`config.mk`:
```
export PLATFORM = sky130hd
export DESIGN_NAME = huffman_decoder
export DESIGN_NICKNAME = d
export VERILOG_FILES = /design/src/rtl/huffman_decoder.sv
export SDC_FILE = /design/constraint.sdc
export NUM_CORES = 1
export LEC_CHECK = 0
export BUFFER_PORTS_ARGS = -buffer_cell sky130_fd_sc_hd__clkbuf_2
export CAP_MARGIN = 40
export CORE_MARGIN = 2
export CORE_UTILIZATION = 50
export DETAILED_ROUTE_END_ITERATION = 10
export PLACE_DENSITY = 0.83
export SETUP_SLACK_MARGIN = 0.02
export SYNTH_ARGS = -nofsm -noshare
export SYNTH_HDL_FRONTEND = slang
export SYNTH_SLANG_ARGS = --single-unit
```
`constraint.sdc`:
```
create_clock -name clk -period 3.52 [get_ports clk]
set_input_delay 0.704 -clock clk [delete_from_list [all_inputs] [get_ports clk]]
set_output_delay 0.704 -clock clk [all_outputs]
set_load 0.02 [all_outputs]
```
`src/rtl/huffman_decoder.sv`:
```
// Serial Huffman decoder for the 6-symbol gray-level alphabet, MSB of each codeword first.
// Optional macro HUFF_DEC_CNT_EN adds per-symbol decoded counts on DCNT1..DCNT6.
module huffman_decoder #(
  parameter int NSYM = 6,
  parameter int CW   = 8
) (
  input  logic          clk,
  input  logic          reset,
  input  logic          code_valid,
  input  logic [CW-1:0] HC1,
  input  logic [CW-1:0] HC2,
  input  logic [CW-1:0] HC3,
  input  logic [CW-1:0] HC4,
  input  logic [CW-1:0] HC5,
  input  logic [CW-1:0] HC6,
  input  logic [CW-1:0] M1,
  input  logic [CW-1:0] M2,
  input  logic [CW-1:0] M3,
  input  logic [CW-1:0] M4,
  input  logic [CW-1:0] M5,
  input  logic [CW-1:0] M6,
  input  logic          bit_valid,
  input  logic          bit_in,
  input  logic          flush,
  output logic          table_ready,
  output logic          sym_valid,
  output logic [2:0]    sym,
  output logic          err
`ifdef HUFF_DEC_CNT_EN
  ,
  output logic [7:0]    DCNT1,
  output logic [7:0]    DCNT2,
  output logic [7:0]    DCNT3,
  output logic [7:0]    DCNT4,
  output logic [7:0]    DCNT5,
  output logic [7:0]    DCNT6
`endif
);

  localparam int LW = $clog2(CW + 1);

  typedef enum logic {NO_TABLE, READY} state_t;

  state_t        state_q, state_d;
  logic [CW-1:0] hc_q [NSYM];
  logic [CW-1:0] m_q  [NSYM];
  logic [CW-1:0] hc_in [NSYM];
  logic [CW-1:0] m_in  [NSYM];
  logic [CW-1:0] acc_q, acc_d, acc_next, full_mask;
  logic [LW-1:0] len_q, len_d, len_next, max_len_q, max_len_in;
  logic          sym_valid_d, err_d, hit;
  logic [2:0]    sym_d, hit_sym;

  assign hc_in = '{HC1, HC2, HC3, HC4, HC5, HC6};
  assign m_in  = '{M1, M2, M3, M4, M5, M6};

  function automatic logic [LW-1:0] ones(input logic [CW-1:0] v);
    logic [LW-1:0] c;
    c = '0;
    for (int i = 0; i < CW; i++) c = c + LW'(v[i]);
    return c;
  endfunction

  // Masks are contiguous from bit 0, so the longest code is the largest popcount.
  always_comb begin
    max_len_in = '0;
    for (int n = 0; n < NSYM; n++)
      if (ones(m_in[n]) > max_len_in) max_len_in = ones(m_in[n]);
  end

  assign acc_next  = {acc_q[CW-2:0], bit_in};
  assign len_next  = len_q + LW'(1);
  assign full_mask = ~({CW{1'b1}} << len_next);

  // Scan from the top down so the lowest-numbered matching symbol wins.
  always_comb begin
    hit     = 1'b0;
    hit_sym = 3'd0;
    for (int n = NSYM - 1; n >= 0; n--) begin
      if (m_q[n] != '0 && m_q[n] == full_mask && (acc_next & m_q[n]) == hc_q[n]) begin
        hit     = 1'b1;
        hit_sym = 3'(n + 1);
      end
    end
  end

  always_ff @(posedge clk or posedge reset) begin
    if (reset) state_q <= NO_TABLE;
    else       state_q <= state_d;
  end

  always_comb begin
    state_d     = state_q;
    acc_d       = acc_q;
    len_d       = len_q;
    sym_d       = sym_q_hold();
    sym_valid_d = 1'b0;
    err_d       = 1'b0;
    if (code_valid) begin
      state_d = READY;
      acc_d   = '0;
      len_d   = '0;
    end else if (state_q == READY) begin
      if (flush) begin
        err_d = (len_q != '0);
        acc_d = '0;
        len_d = '0;
      end else if (bit_valid) begin
        if (hit) begin
          sym_valid_d = 1'b1;
          sym_d       = hit_sym;
          acc_d       = '0;
          len_d       = '0;
        end else if (len_next >= max_len_q) begin
          // Covers max_len == 0 too: every bit is then an error.
          err_d = 1'b1;
          acc_d = '0;
          len_d = '0;
        end else begin
          acc_d = acc_next;
          len_d = len_next;
        end
      end
    end
  end

  function automatic logic [2:0] sym_q_hold();
    return sym;
  endfunction

  always_ff @(posedge clk or posedge reset) begin
    if (reset) begin
      acc_q     <= '0;
      len_q     <= '0;
      max_len_q <= '0;
      sym_valid <= 1'b0;
      err       <= 1'b0;
      sym       <= 3'd0;
      for (int n = 0; n < NSYM; n++) begin
        hc_q[n] <= '0;
        m_q[n]  <= '0;
      end
    end else begin
      acc_q     <= acc_d;
      len_q     <= len_d;
      sym_valid <= sym_valid_d;
      err       <= err_d;
      sym       <= sym_d;
      if (code_valid) begin
        max_len_q <= max_len_in;
        for (int n = 0; n < NSYM; n++) begin
          hc_q[n] <= hc_in[n];
          m_q[n]  <= m_in[n];
        end
      end
    end
  end

  assign table_ready = (state_q == READY);

`ifdef HUFF_DEC_CNT_EN
  logic [7:0] dcnt_q [NSYM];

  always_ff @(posedge clk or posedge reset) begin
    if (reset) begin
      for (int n = 0; n < NSYM; n++) dcnt_q[n] <= 8'd0;
    end else if (code_valid) begin
      for (int n = 0; n < NSYM; n++) dcnt_q[n] <= 8'd0;
    end else begin
      for (int n = 0; n < NSYM; n++)
        if (sym_valid_d && sym_d == 3'(n + 1)) dcnt_q[n] <= dcnt_q[n] + 8'd1;
    end
  end

  assign DCNT1 = dcnt_q[0];
  assign DCNT2 = dcnt_q[1];
  assign DCNT3 = dcnt_q[2];
  assign DCNT4 = dcnt_q[3];
  assign DCNT5 = dcnt_q[4];
  assign DCNT6 = dcnt_q[5];
`endif

endmodule

```
After elaboration in Yosys (flattened, before gate mapping)
Index checks and enable logic that the tools add are counted.
{"block": "classes", "order_cmp": 7, "bitwise": 9, "n_addsub": 43, "mux": 41, "n_reduce_logical": 23, "n_eq_ne": 12, "shifts": 1}
{"operator": "$add A4 B1 Y4", "count": 24}
{"operator": "$eq A8 B8 Y1", "count": 12}
{"operator": "$and A8 B8 Y8", "count": 6}
{"operator": "$mux W4", "count": 12}
{"operator": "$reduce_bool A8 Y1", "count": 6}
{"operator": "$mux W7", "count": 6}
{"operator": "$add A3 B1 Y4", "count": 6}
{"operator": "$gt A4 B4 Y1", "count": 5}
{"operator": "$add A2 B1 Y3", "count": 6}
{"operator": "$mux W3", "count": 6}
{"operator": "$mux W1", "count": 17}
{"operator": "$add A1 B1 Y2", "count": 6}
{"operator": "$logic_and A1 B1 Y1", "count": 12}
{"operator": "$not A8 Y8", "count": 1}
{"operator": "$shl A8 B4 Y8 const A", "count": 1}
{"operator": "$reduce_and A5 Y1", "count": 1}
{"operator": "$add A4 B1 Y4 const B", "count": 1}
{"operator": "$ge A4 B4 Y1", "count": 1}
{"operator": "$gt A4 B1 Y1 const B", "count": 1}
{"operator": "$reduce_bool A4 Y1", "count": 1}
{"operator": "$reduce_bool A3 Y1", "count": 1}
{"operator": "$not A1 Y1", "count": 2}
{"operator": "$reduce_and A2 Y1", "count": 1}
{"operator": "$reduce_bool A2 Y1", "count": 1}
{"block": "totals", "regBits": 117, "inputBits": 102, "wordCells": 155}

Depth between registers and ports, before layout
{"block": "depth", "ltp_word": 19, "depth_mapped": 45}

Worst setup path after synthesis
Ideal clock, no wire load.
{"block": "synth_timing", "path_kind": "in2reg", "start": "input M1[0]", "end": "register max_len_q[2]", "arrival_time_ns": 9.232, "cell_stages": 42, "n_path_buf": 0, "slack_ns": -5.835, "path_cell_list": "fa_1 > inv_1 > fa_1 > fa_1 > inv_1 > ha_1 > inv_1 > fa_1 > xnor2_1 > inv_1 > ha_1 > nand4_1 > a21boi_2 > mux2i_1 > inv_1 > ha_1 > nor2b_1 > o21ai_0 > [6 not listed] > a221o_1 > or3_1 > and2_1 > ha_1 > a21oi_1 > nor2_1 > and2_1 > a41oi_1 > nand3_1 > o31ai_1 > inv_1 > ha_1 > o21ai_0 > nand2b_1 > a21oi_1 > a41o_1 > o21ai_0 > o221a_1"}
{"block": "synth_via", "elab_chain_len": 19}
{"element": "from (decl)", "line_no": "16", "source": "input logic [CW-1:0] M1,"}
{"element": "$add A1 B1 Y2 (*)", "line_no": "60", "source": "for (int i = 0; i < CW; i++) c = c + LW'(v[i]);"}
{"element": "$add A2 B1 Y3 (*)", "line_no": "60"}
{"element": "$add A3 B1 Y4 (*)", "line_no": "60"}
{"element": "$add A4 B1 Y4 (*) (4 in series)", "line_no": "60"}
{"element": "$gt A4 B1 Y1", "line_no": "68", "source": "if (ones(m_in[n]) > max_len_in) max_len_in = ones(m_in[n]);"}
{"element": "$mux W4 (*)", "line_no": "68"}
{"element": "$gt A4 B4 Y1", "line_no": "68"}
{"element": "$mux W4 (*)", "line_no": "68"}
{"element": "$gt A4 B4 Y1", "line_no": "68"}
{"element": "$mux W4 (*)", "line_no": "68"}
{"element": "$gt A4 B4 Y1", "line_no": "68"}
{"element": "$mux W4 (*)", "line_no": "68"}
{"element": "$gt A4 B4 Y1", "line_no": "68"}
{"element": "$mux W4 (*)", "line_no": "68"}
{"element": "$gt A4 B4 Y1", "line_no": "68"}
{"element": "$mux W4 (*)", "line_no": "68"}
{"element": "to (signal assigned)", "line_no": "150", "source": "max_len_q <= max_len_in;"}
{"element": "to (decl)", "line_no": "50", "source": "logic [LW-1:0] len_q, len_d, len_next, max_len_q, max_len_in;"}
Every way passes the cells marked *; elsewhere a longest branch is shown, timed or not.
A chain may end at the register's enable or synchronous reset.

Final worst setup path
{"block": "layout_timing", "start": "input M2[3]", "end": "register max_len_q[0]"}
{"block": "layout_via", "elab_chain_len": 15}
{"element": "from (decl)", "line_no": "17", "source": "input logic [CW-1:0] M2,"}
{"element": "$add A3 B1 Y4 (*)", "line_no": "60"}
{"element": "$add A4 B1 Y4 (*) (4 in series)", "line_no": "60"}
{"element": "$gt A4 B4 Y1", "line_no": "68"}
{"element": "$mux W4 (*)", "line_no": "68"}
{"element": "$gt A4 B4 Y1", "line_no": "68"}
{"element": "$mux W4 (*)", "line_no": "68"}
{"element": "$gt A4 B4 Y1", "line_no": "68"}
{"element": "$mux W4 (*)", "line_no": "68"}
{"element": "$gt A4 B4 Y1", "line_no": "68"}
{"element": "$mux W4 (*)", "line_no": "68"}
{"element": "$gt A4 B4 Y1", "line_no": "68"}
{"element": "$mux W4 (*)", "line_no": "68"}
Marked as above.

==> impl_metrics.json <==
{
  "status": "complete, but fails checks",
  "violations": "negative setup slack",
  "worstHoldPathType": "in2async",
  "core_area_sq_um": 15900,
  "io_buffer_count": 107,
  "layout_min_cycle_time_ps": 9110,
  "critPathKind": "in2reg",
  "rsz0062_at_grt": "yes",
  "power.leakage_uw": 0.00497,
  "powerDensity_nw_per_um2": 886,
  "fmax_mhz": 110,
  "layout_setup_ws_ps": -5590,
  "drtAntennaViolNets": 0,
  "path_clk_slew_ps": 50,
  "multiInputGateArea_sq_um": 5180,
  "cts_tree": "built",
  "fin_skew_ps": 7.95,
  "tightest_slew_ps": 875,
  "synth-main-ff-cell": "dfrtp_1",
  "ys_warn_count": 0,
  "slew_headroom_pct": 41.4,
  "start_util_pct": 51.3,
  "synthesis.area_sq_um": 8180,
  "ys_seq_elements": 117,
  "cp-end-kind": "flip-flop",
  "totalWireLength_microns": 23000,
  "postCtsHoldBufs": 0,
  "drc": 0,
  "critPathMaxStageDelay_ps": 590,
  "final_nets": 1196,
  "final_area_sq_um": 10700,
  "overflow": 0,
  "rows": 46,
  "rrSetupSlack_ps": 210,
  "synth-edff-count": 0,
  "clockRootBuffer": "clkbuf_16",
  "io_pins": 108,
  "ys_top_cells_by_area": "dfrtp_1 (36%), mux2_2 (13%), ha_1 (6.6%)",
  "synthesis.nets": 979,
  "r2r_cells": 14,
  "grt_antenna_before_repair": 0,
  "worstReg2RegStart": "len_q[0]$_DFFE_PP0P_",
  "die_area_sq_um": 17400,
  "crit-reg2reg-capture": "len_q[1]$_DFFE_PP0P_",
  "crit_arrival_ps": 9420,
  "nFillCells": 1161,
  "synth_area_leader_cell": "dfrtp_1",
  "clock_path_buffers": 2,
  "clk_latency_ps": 410,
  "syn_area_per_cell_sq_um": 10.1,
  "fp.dieW_microns": 132,
  "first_iter_violations": 756,
  "viasPerCell": 5.72,
  "area_delta_synth_final_pct": 30.6,
  "drive_gt1_share_pct": 39.6,
  "yosysSeqAreaShare_pct": 35.8,
  "path_delay_family": "adder cells",
  "finalCritPeriodShare_pct": 259,
  "num_antenna_cells": 0,
  "yosysMostFrequentCell": "dfrtp_1",
  "start_kind": "input pin",
  "grt_pass1_vias": 7375,
  "gp_congestion": 0.993,
  "placed_area_sq_um": 9820,
  "yosysTopAreaCellShare_pct": 35.8,
  "critPathRequiredTime_ps": 3820,
  "cpMostUsedCell": "ha_4",
  "numCtsBuffers": 17,
  "maxSlewViolCount": 0,
  "cap_viol_max_count": 0,
  "grt_max_degree": 65,
  "fin_util_pct": 67.0,
  "setup_viol": 4,
  "synth_commonest_cells": "dfrtp_1 (117), mux2_2 (96), inv_1 (82), nand2_1 (82), xor2_1 (46)",
  "fin_cells": 1252,
  "regArea_sq_um": 2930,
  "htreeDepth": 4,
  "dr.pass1.iters": 6,
  "netlist_instances": 810,
  "synth.distinct_cells": 72,
  "path_buf_inv": 8,
  "hold_viol_final": 0,
  "grt_pass1_wl_microns": 36700,
  "clock-sinks": 117,
  "wl_per_cell_microns": 18.4,
  "slowest_stage": "fa_1",
  "num_vias": 7162,
  "synthArstFlopShare_pct": 100,
  "finalPower_uw": 9470,
  "crit_fanout": 7,
  "track_usage_pct": 26.3,
  "dp_hpwl_microns": 17000,
  "worstSetupStartpoint": "M2[3]",
  "die_h_microns": 132,
  "vdd_ir_drop_max_v": 0.000790,
  "place_inst": 1212
}
[sequential cells by signal, summed over array words and instances (netlist names)]
name         cells
acc_q            7
err              1
hc_q            48
len_q            4
m_q             48
max_len_q        4
sym              3
sym_valid        1
table_ready      1
[repair_timing]
| action | in CTS | in global routing |
|---|---|---|
| setup buffers | 3 | 8 |
| setup endpoints to repair | 4 | 5 |
| pin swaps | 3 | 36 |
| cloned | 0 | 1 |
| resized for setup | 8 | 41 |
[per-layer routing]
metal / up-vias / track usage (%) / wire [microns]
li1: 3278 / - / -
met1: 3515 / 32.7 / 9100
met2: 299 / 46.2 / 11700
met3: 70 / 5.11 / 1450
met4: 0 / 8.39 / 782
met5: - / 0 / 0
[logic make-up after synthesis]
group	synth area share [%]
multiplexers	13.9
flip-flops	35.8
AND/OR/NAND/NOR	11.8
XOR/XNOR	8.64
adder cells (fa/ha/maj)	12.4
buffers and inverters	5.02
AO/OA/AOI/OAI	12.4
[worst reg2reg max path: stages (launching register included)]
cell	delay (ps)
dfrtp_1	460
ha_1	230
inv_1	50
ha_1	280
buf_4	180
and3b_1	160
o21ai_0	260
a311oi_1	140
a21oi_1	130
o22ai_1	90
nand3_1	130
nand2_1	80
or4_1	590
nor2_4	280
a22o_1	170
[area by class of cell]
class	instances	share of cell area (%)
Sequential cell	117	27.4
Clock buffer	23	4.66
Clock inverter	5	0.468
Inverter	83	2.95
Tap cell	216	2.53
Timing Repair Buffer	223	13.5
Multi-Input combinational cell	585	48.5
[cell usage in the layout (no fill, tap or decap), types with 6 or more instances in the layout]
cell type	netlist	layout
ha_1	43	34
or4_1	6	6
a32oi_1	9	9
nand2_1	82	81
xor2_1	46	46
nand3_1	10	9
a22o_1	10	10
inv_2	1	7
nor2_1	30	27
ha_4	0	9
dfrtp_1	117	117
clkbuf_16	0	17
nor3_1	9	6
nor4_1	16	16
o21ai_0	23	16
a21oi_1	29	26
inv_1	82	75
o31ai_1	10	8
mux2_2	96	95
buf_4	0	113
clkbuf_2	0	105
fa_1	24	23
nor2b_1	11	10
xnor2_1	31	30
nand4_1	15	15
[worst max path at each step]
stage / cells after the start / to / slack (ps)
final: 45 / max_len_q[0]$_DFFE_PP0P_ / -5590
after CTS: 44 / max_len_q[3]$_DFFE_PP0P_ / -5380
after detailed placement: 44 / max_len_q[2]$_DFFE_PP0P_ / -6070
after global placement: 42 / max_len_q[2]$_DFFE_PP0P_ / -5590
after global routing: 46 / max_len_q[0]$_DFFE_PP0P_ / -5880
after floorplan: 41 / max_len_q[2]$_DFFE_PP0P_ / -5340
[metrics by stage]
step	hold WS (ps)	TNS, ps	worst slack (ps)
finish	356	-22320	-5590
global route	396	-23410	-5880
global placement	493	-22320	-5590
floorplan	489	-21320	-5340
CTS	372	-21500	-5380
detailed placement	514	-24260	-6070
[where the power goes]
group          leakage (uW)  internal [uW]  switching [uW]  total (uW)
logic               0.00330           3180            3000        6180
clock network      0.000276           1040             588        1630
registers           0.00139           1500             170        1660
total               0.00497           5720            3750        9470
No activity file was read; power rests on OpenSTA's default activity.
